File: config.mk
export PLATFORM = sky130hd
export DESIGN_NAME = store_narrow_unit_flat
export DESIGN_NICKNAME = d
export VERILOG_FILES = /design/src/rtl/store_narrow_unit_pkg.sv /design/src/rtl/store_narrow_unit_if.sv /design/src/rtl/store_narrow_unit_lane_merge.sv /design/src/rtl/store_narrow_unit.sv /design/src/flat_wrapper.sv
export SDC_FILE = /design/constraint.sdc
export NUM_CORES = 1
export LEC_CHECK = 0
export CAP_MARGIN = 10
export CELL_PAD_IN_SITES_DETAIL_PLACEMENT = 0
export CELL_PAD_IN_SITES_GLOBAL_PLACEMENT = 1
export CORE_AREA = 2 2 131 133
export DETAILED_ROUTE_END_ITERATION = 7
export DIE_AREA = 0 0 133 135
export MAX_ROUTING_LAYER = met4
export PLACE_DENSITY_LB_ADDON = 0.05
export SLEW_MARGIN = 25
export SYNTH_ARGS = -nofsm -noshare
export SYNTH_HDL_FRONTEND = slang
export SYNTH_SLANG_ARGS = --single-unit
File: constraint.sdc
create_clock -name clk -period 4 [get_ports clk]
set_input_delay 0.8 -clock clk [delete_from_list [all_inputs] [get_ports clk]]
set_output_delay 0.8 -clock clk [all_outputs]
set_load 0.02 [all_outputs]
File: src/rtl/store_narrow_unit_pkg.sv
// Shared types for the store narrowing path: size encodings, FSM states and
// the alignment rule used to reject illegal requests.
package store_pkg;

    localparam logic [1:0] SZ_BYTE = 2'b00;
    localparam logic [1:0] SZ_HALF = 2'b01;
    localparam logic [1:0] SZ_WORD = 2'b10;
    localparam logic [1:0] SZ_ILL  = 2'b11;

    typedef enum logic [2:0] {
        IDLE,
        READ,
        WAIT,
        WRITE,
        ERR
    } st_state_t;

    function automatic logic is_illegal(input logic [1:0] size, input logic [1:0] addr_lo);
        return (size == SZ_ILL) ||
               ((size == SZ_HALF) && addr_lo[0]) ||
               ((size == SZ_WORD) && (addr_lo != 2'b00));
    endfunction

endpackage

File: src/rtl/store_narrow_unit_if.sv
// Request/response bus between the MEM stage, the store unit and the
// word-only data memory.
interface store_narrow_unit_if;

    logic        st_valid;
    logic        st_ready;
    logic [31:0] st_addr;
    logic [31:0] st_data;
    logic [1:0]  st_size;
    logic        st_done;
    logic        st_err;
    logic [31:0] mem_addr;
    logic        mem_rd;
    logic [31:0] mem_rdata;
    logic        mem_wr;
    logic [31:0] mem_wdata;

    modport master (
        output st_valid, st_addr, st_data, st_size, mem_rdata,
        input  st_ready, st_done, st_err, mem_addr, mem_rd, mem_wr, mem_wdata
    );

    modport slave (
        input  st_valid, st_addr, st_data, st_size, mem_rdata,
        output st_ready, st_done, st_err, mem_addr, mem_rd, mem_wr, mem_wdata
    );

endinterface

File: src/rtl/store_narrow_unit_lane_merge.sv
// Combinational lane merge: drops the low byte/halfword of st_data into the
// addressed lane of an existing memory word, leaving other bits untouched.
module store_lane_merge
    import store_pkg::*;
#(
    parameter bit BIG_ENDIAN = 1'b1
) (
    input  logic [31:0] old_word,
    input  logic [31:0] st_data,
    input  logic [1:0]  size,
    input  logic [1:0]  addr_lo,
    output logic [31:0] merged
);

    logic [4:0]  shift;
    logic [31:0] mask;

    always_comb begin
        shift  = '0;
        mask   = '0;
        merged = old_word;
        case (size)
            SZ_BYTE: begin
                // Big-endian lane k sits at bit 8*(3-k); 3-k is ~k on two bits.
                shift  = BIG_ENDIAN ? {~addr_lo, 3'b000} : {addr_lo, 3'b000};
                mask   = 32'h0000_00FF << shift;
                merged = (old_word & ~mask) | ((st_data & 32'h0000_00FF) << shift);
            end
            SZ_HALF: begin
                shift  = BIG_ENDIAN ? {~addr_lo[1], 4'b0000} : {addr_lo[1], 4'b0000};
                mask   = 32'h0000_FFFF << shift;
                merged = (old_word & ~mask) | ((st_data & 32'h0000_FFFF) << shift);
            end
            SZ_WORD: merged = st_data;
            default: merged = old_word;
        endcase
    end

endmodule

File: src/rtl/store_narrow_unit.sv
// Store narrowing unit: word stores write directly, byte/half stores do a
// read-modify-write against a memory without byte enables.
module store_narrow_unit
    import store_pkg::*;
#(
    parameter int unsigned READ_LATENCY = 1,
    parameter bit          BIG_ENDIAN   = 1'b1
) (
    input  logic              clk,
    input  logic              reset,
    store_narrow_unit_if.slave bus
);

    localparam int unsigned      CNT_W    = $clog2(READ_LATENCY + 1);
    localparam logic [CNT_W-1:0] CNT_LOAD = CNT_W'(READ_LATENCY - 1);

    st_state_t        state_q, state_d;
    logic [CNT_W-1:0] cnt_q, cnt_d;
    logic [31:0]      data_q, data_d;
    logic [1:0]       size_q, size_d;
    logic [1:0]       addr_lo_q, addr_lo_d;
    logic [31:0]      mem_addr_q, mem_addr_d;
    logic [31:0]      mem_wdata_q, mem_wdata_d;
    logic             mem_rd_q, mem_rd_d;
    logic             mem_wr_q, mem_wr_d;
    logic             st_done_q, st_done_d;
    logic             st_err_q, st_err_d;
    logic             accept;
    logic [31:0]      merged;

    assign bus.st_ready = (state_q == IDLE) && !reset;
    assign accept       = bus.st_valid && bus.st_ready;

    store_lane_merge #(.BIG_ENDIAN(BIG_ENDIAN)) u_merge (
        .old_word (bus.mem_rdata),
        .st_data  (data_q),
        .size     (size_q),
        .addr_lo  (addr_lo_q),
        .merged   (merged)
    );

    // Outputs are decoded from the next state so each strobe lines up with
    // the cycle its state is occupied.
    always_comb begin
        state_d     = state_q;
        cnt_d       = cnt_q;
        data_d      = data_q;
        size_d      = size_q;
        addr_lo_d   = addr_lo_q;
        mem_addr_d  = mem_addr_q;
        mem_wdata_d = mem_wdata_q;
        mem_rd_d    = 1'b0;
        mem_wr_d    = 1'b0;
        st_done_d   = 1'b0;
        st_err_d    = 1'b0;
        case (state_q)
            IDLE: begin
                if (accept) begin
                    data_d     = bus.st_data;
                    size_d     = bus.st_size;
                    addr_lo_d  = bus.st_addr[1:0];
                    mem_addr_d = {bus.st_addr[31:2], 2'b00};
                    if (is_illegal(bus.st_size, bus.st_addr[1:0])) begin
                        state_d   = ERR;
                        st_err_d  = 1'b1;
                        st_done_d = 1'b1;
                    end else if (bus.st_size == SZ_WORD) begin
                        state_d     = WRITE;
                        mem_wdata_d = bus.st_data;
                        mem_wr_d    = 1'b1;
                        st_done_d   = 1'b1;
                    end else begin
                        state_d  = READ;
                        mem_rd_d = 1'b1;
                    end
                end
            end
            READ: begin
                state_d = WAIT;
                cnt_d   = CNT_LOAD;
            end
            WAIT: begin
                if (cnt_q == '0) begin
                    state_d     = WRITE;
                    mem_wdata_d = merged;
                    mem_wr_d    = 1'b1;
                    st_done_d   = 1'b1;
                end else begin
                    cnt_d = cnt_q - CNT_W'(1);
                end
            end
            WRITE:   state_d = IDLE;
            ERR:     state_d = IDLE;
            default: state_d = IDLE;
        endcase
    end

    always_ff @(posedge clk or posedge reset) begin
        if (reset) begin
            state_q     <= IDLE;
            cnt_q       <= '0;
            data_q      <= '0;
            size_q      <= '0;
            addr_lo_q   <= '0;
            mem_addr_q  <= '0;
            mem_wdata_q <= '0;
            mem_rd_q    <= 1'b0;
            mem_wr_q    <= 1'b0;
            st_done_q   <= 1'b0;
            st_err_q    <= 1'b0;
        end else begin
            state_q     <= state_d;
            cnt_q       <= cnt_d;
            data_q      <= data_d;
            size_q      <= size_d;
            addr_lo_q   <= addr_lo_d;
            mem_addr_q  <= mem_addr_d;
            mem_wdata_q <= mem_wdata_d;
            mem_rd_q    <= mem_rd_d;
            mem_wr_q    <= mem_wr_d;
            st_done_q   <= st_done_d;
            st_err_q    <= st_err_d;
        end
    end

    assign bus.mem_addr  = mem_addr_q;
    assign bus.mem_wdata = mem_wdata_q;
    assign bus.mem_rd    = mem_rd_q;
    assign bus.mem_wr    = mem_wr_q;
    assign bus.st_done   = st_done_q;
    assign bus.st_err    = st_err_q;

endmodule

File: src/flat_wrapper.sv
// flat-port wrapper written by rule: the top's interface ports become plain ports
module store_narrow_unit_flat import store_pkg::*;
#(
    parameter int unsigned READ_LATENCY = 1,
    parameter bit          BIG_ENDIAN   = 1'b1
)
  (clk, reset, bus_st_valid, bus_st_addr, bus_st_data, bus_st_size, bus_mem_rdata, bus_st_ready, bus_st_done, bus_st_err, bus_mem_addr, bus_mem_rd, bus_mem_wr, bus_mem_wdata);
  store_narrow_unit_if bus_i ();
  input  logic clk;
  input  logic reset;
  input wire logic [$bits(bus_i.st_valid)-1:0] bus_st_valid;
  input wire logic [$bits(bus_i.st_addr)-1:0] bus_st_addr;
  input wire logic [$bits(bus_i.st_data)-1:0] bus_st_data;
  input wire logic [$bits(bus_i.st_size)-1:0] bus_st_size;
  input wire logic [$bits(bus_i.mem_rdata)-1:0] bus_mem_rdata;
  output wire logic [$bits(bus_i.st_ready)-1:0] bus_st_ready;
  output wire logic [$bits(bus_i.st_done)-1:0] bus_st_done;
  output wire logic [$bits(bus_i.st_err)-1:0] bus_st_err;
  output wire logic [$bits(bus_i.mem_addr)-1:0] bus_mem_addr;
  output wire logic [$bits(bus_i.mem_rd)-1:0] bus_mem_rd;
  output wire logic [$bits(bus_i.mem_wr)-1:0] bus_mem_wr;
  output wire logic [$bits(bus_i.mem_wdata)-1:0] bus_mem_wdata;
  assign bus_i.st_valid = bus_st_valid;
  assign bus_i.st_addr = bus_st_addr;
  assign bus_i.st_data = bus_st_data;
  assign bus_i.st_size = bus_st_size;
  assign bus_i.mem_rdata = bus_mem_rdata;
  assign bus_st_ready = bus_i.st_ready;
  assign bus_st_done = bus_i.st_done;
  assign bus_st_err = bus_i.st_err;
  assign bus_mem_addr = bus_i.mem_addr;
  assign bus_mem_rd = bus_i.mem_rd;
  assign bus_mem_wr = bus_i.mem_wr;
  assign bus_mem_wdata = bus_i.mem_wdata;
  store_narrow_unit #(.READ_LATENCY(READ_LATENCY), .BIG_ENDIAN(BIG_ENDIAN)) u_core (.clk(clk), .reset(reset), .bus(bus_i));
endmodule
==> results of run 1 <==
==> cell families after synthesis <==
logic type / after synthesis / synth area share (%)
AND/OR/NAND/NOR: 296 / 21.7
AO/OA/AOI/OAI: 138 / 18.5
flip-flops: 105 / 45.0
buffers and inverters: 57 / 4.48
multiplexers: 55 / 10.2
other: 1 / 0.0643
==> registers in the layout (all words and copies together), names as in the netlist <==
signal / count
u_core.bus.st_err: 1
u_core.bus.st_done: 1
u_core.bus.mem_wr: 1
u_core.bus.mem_wdata: 32
u_core.state_q: 3
u_core.bus.mem_addr: 30
u_core.bus.mem_rd: 1
u_core.data_q: 32
u_core.size_q: 2
u_core.addr_lo_q: 2
==> synth_stat cells <==
cell type | instances | area share (%)
inv_1 | 1 | 0.064
a21oi_1 | 18 | 1.5
nor2b_1 | 15 | 1.6
buf_4 | 6 | 0.77
nor3_1 | 28 | 2.4
nor4_4 | 1 | 0.36
nand3_1 | 8 | 0.69
buf_1 | 8 | 0.51
a22oi_1 | 16 | 2.1
nand2b_1 | 3 | 0.32
mux2_2 | 36 | 6.9
nor2b_2 | 1 | 0.15
and3_1 | 1 | 0.11
o211ai_1 | 7 | 0.90
o22ai_1 | 16 | 1.7
a22o_1 | 15 | 2.3
dfrtp_1 | 105 | 45
conb_1 | 1 | 0.064
nand4_1 | 1 | 0.11
nor2_1 | 20 | 1.3
nor2_2 | 1 | 0.11
o21a_1 | 2 | 0.26
o221ai_1 | 7 | 1.1
a211o_1 | 15 | 2.3
buf_2 | 14 | 1.2
o21ai_0 | 10 | 0.86
a211oi_2 | 16 | 3.4
nand2_1 | 205 | 13
and2_1 | 10 | 1.1
clkbuf_1 | 27 | 1.7
mux2i_1 | 19 | 3.3
nor3b_1 | 1 | 0.13
buf_6 | 1 | 0.19
o21bai_1 | 7 | 0.90
a21o_1 | 1 | 0.13
a2111oi_0 | 8 | 1.2
and4_1 | 1 | 0.15
==> how the worst max path moves through the flow <==
| stage | end | slack (ns) | from |
|---|---|---|---|
| floorplan | u_core.addr_lo_q[0] | 0.44 | reset |
| global placement | bus_st_ready | 0.94 | reset |
| detailed placement | bus_st_ready | 0.91 | reset |
| CTS | bus_st_ready | 0.89 | reset |
| global route | bus_st_ready | 0.81 | reset |
| finish | bus_st_ready | 0.86 | reset |
==> power groups by stage <==
stage	logic, mW	registers (mW)	clock network (mW)
detailed placement	3.44	2.13	0
CTS	3.45	2.12	1.01
global placement	3.38	2.11	0
floorplan	1.97	2.25	0
finish	3.42	2.12	0.982
global route	3.73	2.19	1.05
==> metal layers <==
| metal | wire [um] | global-route usage, % | up-vias | share of wire (%) |
|---|---|---|---|---|
| li1 | - | - | 2558 | - |
| met5 | 0 | - | - | 0 |
| met3 | 1160 | 3.79 | 31 | 6.1 |
| met1 | 8350 | 29.1 | 2672 | 44 |
| met4 | 558 | 9.32 | 0 | 3.0 |
| met2 | 8810 | 34.7 | 183 | 47 |
==> critical path: stages <==
cell and delay (ns):
clkdlybuf4s50_1 0.52, nor4_4 0.33, clkdlybuf4s50_1 0.69
==> cell type report <==
| class | instances | area [um^2] | area share (%) |
|---|---|---|---|
| multi-input cells | 491 | 2950 | 36.9 |
| clock buffers | 9 | 225 | 2.81 |
| flip-flops and latches | 105 | 2630 | 32.8 |
| clock inverters | 7 | 101 | 1.27 |
| inverters | 1 | 6.26 | 0.0782 |
| repair buffers | 184 | 1810 | 22.6 |
| well taps | 220 | 275 | 3.44 |
==> results.toml, run 1 <==
[routing]
first_iter_violations = 286
routed_wl_um = 18900
drcViolationCount = 0
ant_nets = 0
drt-vias-per-instance = 5.35
first_pass_iters = 4
via_count = 5444
wl_per_cell_um = 18.6

[cts]
insertion_delay_ns = 0.35
cts_sinks = 105
htree_levels = 3
tritoncts = "yes"
clockBufferDepth = 2
cts_resized = 0
post-cts-setup-buffers = 0
clkTransAtPathRegs_ns = 0.07
cts_buffers = 9
cts_hold_buf = 0
clockRootBuffer = "clkbuf_16"

[sta]
fin_ws_ns = 0.863
holdWs_ns = 0.473
rsz0062_at_grt = "false"
setup_viol = 0
fmax_mhz = 319
finalSetupTns_ns = 0
worst_pin_slew_ns = 0.827
fin_skew_ns = 0.00542
finalCritPeriodShare_pct = 78.4
max_slew_margin_pct = 44.9
final_hold_viol_count = 0
slew_viol_final = 0
post-route-min-period_ns = 3.14

[cells_and_area]
final_common_cell = "nand2_1"
area_growth_pct = 37.1
nFillCells = 1538
final_core_util_pct = 48.8
layout_common_cells = "204 x nand2_1, 167 x clkdlybuf4s50_1, 104 x dfrtp_1"
diodes = 0
fin_nets = 893
design_area_um2 = 8000
stdcell_count = 1017
drive_above_1_share_pct = 11.5

[power_and_ir_drop]
peakVddDrop_mv = 0.350
sequentialPowerShare_pct = 32.5
p_leak_nw = 3.45
internal_power_mw = 3.76
total_power_mw = 6.52
comb_power_share_pct = 52.5
power_frac_clock_pct = 15.1
switching_power_mw = 2.77
switching_share_pct = 42.4
power_density_nw_per_um2 = 815

[worst_setup_path]
critPathLaunchType = "primary input"
r2r_slack_ns = 1.54
arrival_ns = 2.34
crit_fanout = 6
critical_path_class = "in2out"
crit_required_ns = 3.20
reg2reg_depth = 5
endpoint_kind = "primary output"
r2r_start = "u_core.addr_lo_q[1]"
r2r-end = "u_core.bus.mem_wdata[12]"

[floorplan]
core_um2 = 16400
pin_count = 170
start_util_pct = 35.6
die_height_um = 135
dieArea_um2 = 18000
die_w_um = 133
rows = 47

[placement]
place_ws_ns = 0.907
port-buffer-count = 167
hpwlAfterDp_um = 12600
postPlaceCellArea_um2 = 7680
gp_congestion = 0.773
placed_cells = 1001

[yosys]
synth-seq-area-share_pct = 45.0
synth_cells = 652
syn_area_per_cell_um2 = 8.95
yosys_warnings = 0
synth_area_um2 = 5840
synth.ff_latch_count = 105
synth_cell_type_count = 37

[global_routing]
grt_antenna_before_repair = 0
grt.total_usage_pct = 22.4
grt_pass1_vias = 5527
grt_pass1_wl_um = 30200
grt-ovfl-total = 0
grt_max_degree = 63

[hold_path]
hold_end = "u_core.bus.mem_addr[13]"
min_from = "u_core.bus.mem_addr[13]"
hp-class = "reg2reg"
min_path_cells = 2

[flow_run]
max-cap-violations = 0

[outcome]
run_status = "finished clean"
Note: power is estimated with default switching activity, not from simulation.
==> run 2: changes to the inputs <==
- clock period: 4 -> 3.2 ns (I/O delays scaled with it)
==> run 2 against run 1 <==
Net effect:
- sequential cell count did not move
- hold slack improved by 0.0044 ns
- clock power rose by 19%
- cell count barely moved
- non-clock buffer count rose by 1
- register-to-register slack got worse by 0.89 ns
- die area did not move
- worst setup slack got worse by 0.45 ns
- power rose by 25%
- global-route usage rose by 0.099 points
- critical path depth did not move
- critical endpoint unchanged
- largest cell class unchanged
==> results.toml, run 2 (synthesis results as in run 1) <==
[worst_setup_path]
reg2reg_depth = 5
r2r_start = "u_core.addr_lo_q[1]"
cpMostUsedCell = "clkdlybuf4s50_1"
cp_num_buf_inv = 2
arrival_ns = 2.15
critPathTopFamily = "buffers and inverters"
crit_fanout = 6
cp_slowest_cell = "clkdlybuf4s50_1"
path_cells = "clkdlybuf4s50_1 -> nor4_4 -> clkdlybuf4s50_1"
r2r-end = "u_core.bus.mem_wdata[13]"
critPathLaunchType = "primary input"
slowest_delay_ns = 0.68
crit_required_ns = 2.56
critical_path_class = "in2out"
endpoint_kind = "primary output"
r2r_slack_ns = 0.65

[cells_and_area]
drive_above_1_share_pct = 11.9
diodes = 0
layout_common_cells = "203 x nand2_1, 167 x clkdlybuf4s50_1, 104 x dfrtp_1"
final_core_util_pct = 49.0
fin_nets = 894
final_common_cell = "nand2_1"
area_growth_pct = 37.7

[cts]
tritoncts = "yes"
clkTransAtPathRegs_ns = 0.07
cts_hold_buf = 0
cts_resized = 0
cts_sinks = 105
post-cts-setup-buffers = 0
clockRootBuffer = "clkbuf_16"
cts_buffers = 9
htree_levels = 3
insertion_delay_ns = 0.36
clockBufferDepth = 2

[routing]
ant_nets = 0
routed_wl_um = 19200
first_iter_violations = 318
drcViolationCount = 0
first_pass_iters = 4
via_count = 5406
wl_per_cell_um = 18.8
drt-vias-per-instance = 5.31

[sta]
slew_viol_final = 0
fin_skew_ns = 0.0136
max_slew_margin_pct = 44.8
rsz0062_at_grt = "false"
worst_pin_slew_ns = 0.828
finalSetupTns_ns = 0
final_hold_viol_count = 0
setup_viol = 0
fmax_mhz = 358
post-route-min-period_ns = 2.79
finalCritPeriodShare_pct = 87.2

[power_and_ir_drop]
p_leak_nw = 3.45
peakVddDrop_mv = 0.383
power_density_nw_per_um2 = 1010

[hold_path]
min_from = "u_core.data_q[30]"
hold_end = "u_core.data_q[30]"
min_path_cells = 2
hp-class = "reg2reg"

[floorplan]
pin_count = 170
die_w_um = 133
dieArea_um2 = 18000
start_util_pct = 35.6
rows = 47
die_height_um = 135
core_um2 = 16400

[global_routing]
grt_pass1_vias = 5578
grt_antenna_before_repair = 0
grt-ovfl-total = 0
grt_pass1_wl_um = 30500
grt_max_degree = 60
grt.total_usage_pct = 22.5

[flow_run]
max-cap-violations = 0

[placement]
hpwlAfterDp_um = 12700
port-buffer-count = 167
gp_congestion = 0.796

[outcome]
run_status = "finished clean"
-- run 2: where the power goes --
group	switching, mW	internal [mW]
combinational	2.27	2.05
sequential	0.695	1.96
clock	0.533	0.639
-- run 2: how the worst max path moves through the flow --
stage                                           to  cells after the start            from
final                                 bus_st_ready                      3           reset
after global routing                  bus_st_ready                      3           reset
after CTS                             bus_st_ready                      3           reset
after detailed placement              bus_st_ready                      3           reset
after global placement                bus_st_ready                      3           reset
after floorplan           u_core.bus.mem_wdata[10]                      6  bus_st_size[0]
-- run 2: cell type report --
class	count	area [um^2]
Timing Repair Buffer	185	1860
Tap cell	220	275
Inverter	1	7.51
Clock buffer	10	239
Fill cell	1572	8370
Multi-Input combinational cell	491	2960
Clock inverter	6	70.1
Sequential cell	105	2630
-- run 2: worst min-delay path, stage by stage (launching register included) --
cell	delay, ns
dfrtp_1	0.34
nand2_1	0.05
nand2_1	0.06
-- run 2: routing by layer --
| layer | share of wire, % | routed length [um] | global-route usage (%) | vias up |
|---|---|---|---|---|
| li1 | - | - | - | 2555 |
| met1 | 45 | 8630 | 28.7 | 2641 |
| met2 | 47 | 9070 | 36.3 | 184 |
| met3 | 5.5 | 1050 | 3.90 | 26 |
| met4 | 2.1 | 405 | 7.77 | 0 |
| met5 | 0 | 0 | - | - |
-- run 2: metrics by stage --
| step | instance area [um^2] | power [mW] | setup slack, ns | cells | hold slack (ns) |
|---|---|---|---|---|---|
| final | 8040 | 8.15 | 0.410 | 1018 | 0.478 |
| after global routing | 8040 | 8.71 | 0.336 | 1018 | 0.503 |
| after CTS | 8030 | 8.21 | 0.396 | 1018 | 0.477 |
| after detailed placement | 7720 | 6.99 | 0.411 | 1002 | 0.459 |
| after global placement | 7720 | 6.88 | 0.452 | 1002 | 0.454 |
| after floorplan | 5840 | 5.27 | 1.26 | 653 | 0.442 |
==> run 3: changes to the inputs <==
- PLACE_DENSITY: not set -> 0.83
- PLACE_DENSITY_LB_ADDON: 0.05 -> not set
==> run 3 against run 2 <==
Net effect:
- critical endpoint unchanged
- power decreased by 0.85%
- sequential cell count unchanged
- register-to-register slack improved by 0.24 ns
- cell count about the same
- non-clock buffer count decreased by 2
- via count decreased by 0.33%
- clock skew decreased by 0.0054 ns
==> results.toml, run 3 (synthesis results as in run 1) <==
[cts]
cts_hold_buf = 0
clkTransAtPathRegs_ns = 0.07
insertion_delay_ns = 0.35
tritoncts = "yes"
cts_resized = 0
clockBufferDepth = 2
cts_buffers = 9
post-cts-setup-buffers = 0
htree_levels = 3
cts_sinks = 105
clockRootBuffer = "clkbuf_16"

[worst_setup_path]
critPathTopFamily = "buffers and inverters"
arrival_ns = 2.10
path_cells = "clkdlybuf4s50_1 -> nor4_4 -> clkdlybuf4s50_1"
reg2reg_depth = 4
critical_path_class = "in2out"
cpMostUsedCell = "clkdlybuf4s50_1"
endpoint_kind = "primary output"
crit_required_ns = 2.56
critPathLaunchType = "primary input"
crit_fanout = 6
r2r_slack_ns = 0.89
cp_slowest_cell = "clkdlybuf4s50_1"
r2r-end = "u_core.bus.mem_wdata[13]"
cp_num_buf_inv = 2
r2r_start = "u_core.addr_lo_q[1]"
slowest_delay_ns = 0.69

[cells_and_area]
stdcell_count = 1017
final_common_cell = "nand2_1"
layout_common_cells = "203 x nand2_1, 167 x clkdlybuf4s50_1, 104 x dfrtp_1"
multiInputGateArea_um2 = 2960
register_area_um2 = 2630
fin_nets = 892
nFillCells = 1483
drive_above_1_share_pct = 11.7
area_growth_pct = 37.1

[floorplan]
die_height_um = 135
rows = 47
start_util_pct = 35.6
pin_count = 170
dieArea_um2 = 18000
die_w_um = 133
core_um2 = 16400

[routing]
drt-vias-per-instance = 5.30
first_iter_violations = 356
ant_nets = 0
routed_wl_um = 18700
drcViolationCount = 0
wl_per_cell_um = 18.4
first_pass_iters = 4
via_count = 5388

[placement]
placed_cells = 1000
port-buffer-count = 167
hpwlAfterDp_um = 12600
place_ws_ns = 0.448
gp_congestion = 0.830

[global_routing]
grt_pass1_vias = 5513
grt_max_degree = 53
grt-ovfl-total = 0
grt_antenna_before_repair = 1
grt.total_usage_pct = 21.9
grt_pass1_wl_um = 29800

[sta]
worst_pin_slew_ns = 0.903
holdWs_ns = 0.472
post-route-min-period_ns = 2.74
rsz0062_at_grt = "false"
fin_ws_ns = 0.464
finalSetupTns_ns = 0
max_slew_margin_pct = 39.8
finalCritPeriodShare_pct = 85.5
fin_skew_ns = 0.00821
final_hold_viol_count = 0
setup_viol = 0
slew_viol_final = 0
fmax_mhz = 365

[outcome]
run_status = "finished clean"

[hold_path]
hold_end = "u_core.bus.mem_addr[16]"
min_path_cells = 2
hp-class = "reg2reg"
min_from = "u_core.bus.mem_addr[16]"

[power_and_ir_drop]
power_density_nw_per_um2 = 1010
p_leak_nw = 3.44
peakVddDrop_mv = 0.433

[flow_run]
max-cap-violations = 0
## run 3: how the worst max path moves through the flow
stage / start / endpoint / slack, ns / cells after the start
3_5_place_dp: reset / bus_st_ready / 0.45 / 3
2_1_floorplan: bus_st_size[0] / u_core.bus.mem_wdata[10] / 1.26 / 6
5_1_grt: reset / bus_st_ready / 0.36 / 3
6_report: reset / bus_st_ready / 0.46 / 3
4_1_cts: reset / bus_st_ready / 0.45 / 3
3_3_place_gp: reset / bus_st_ready / 0.43 / 3
## run 3: worst min-delay path, stage by stage (launching register included)
cell     delay (ns)
dfrtp_1        0.34
nand2_1        0.05
nand2_1        0.05
## run 3: final cells by class
type / instances / share of cell area [%]
Antenna cell: 1 / 0.0313
Clock buffer: 9 / 2.81
Inverter: 1 / 0.0938
Timing Repair Buffer: 183 / 22.9
Clock inverter: 7 / 0.938
Tap cell: 220 / 3.44
Multi-Input combinational cell: 491 / 37.0
Sequential cell: 105 / 32.8
## run 3: where the power goes
group | total, mW | switching, mW | internal [mW] | leakage [nW]
Combinational | 4.25 | 2.20 | 2.04 | 1.99
Sequential | 2.68 | 0.721 | 1.96 | 1.29
Clock | 1.16 | 0.540 | 0.615 | 0.151
Total | 8.08 | 3.47 | 4.61 | 3.44
## run 3: per-layer routing
layer  vias to the layer above  global-route usage, %  wire, um
met5                         -                      -         0
met2                       191                   35.8      8990
met3                        22                   5.14      1300
met4                         0                   6.63       363
met1                      2612                   27.0      8040
li1                       2563                      -         -
## run 3: per-stage QoR
| stage | util, % | power (mW) | instance area, um^2 |
|---|---|---|---|
| 2_1_floorplan | - | 5.27 | 5840 |
| 3_3_place_gp | 46.9 | 6.83 | 7690 |
| 3_5_place_dp | 46.9 | 6.95 | 7700 |
| 4_1_cts | 48.8 | 8.14 | 8000 |
| 5_1_grt | 48.8 | 8.63 | 8000 |
| 6_report | 48.8 | 8.08 | 8000 |
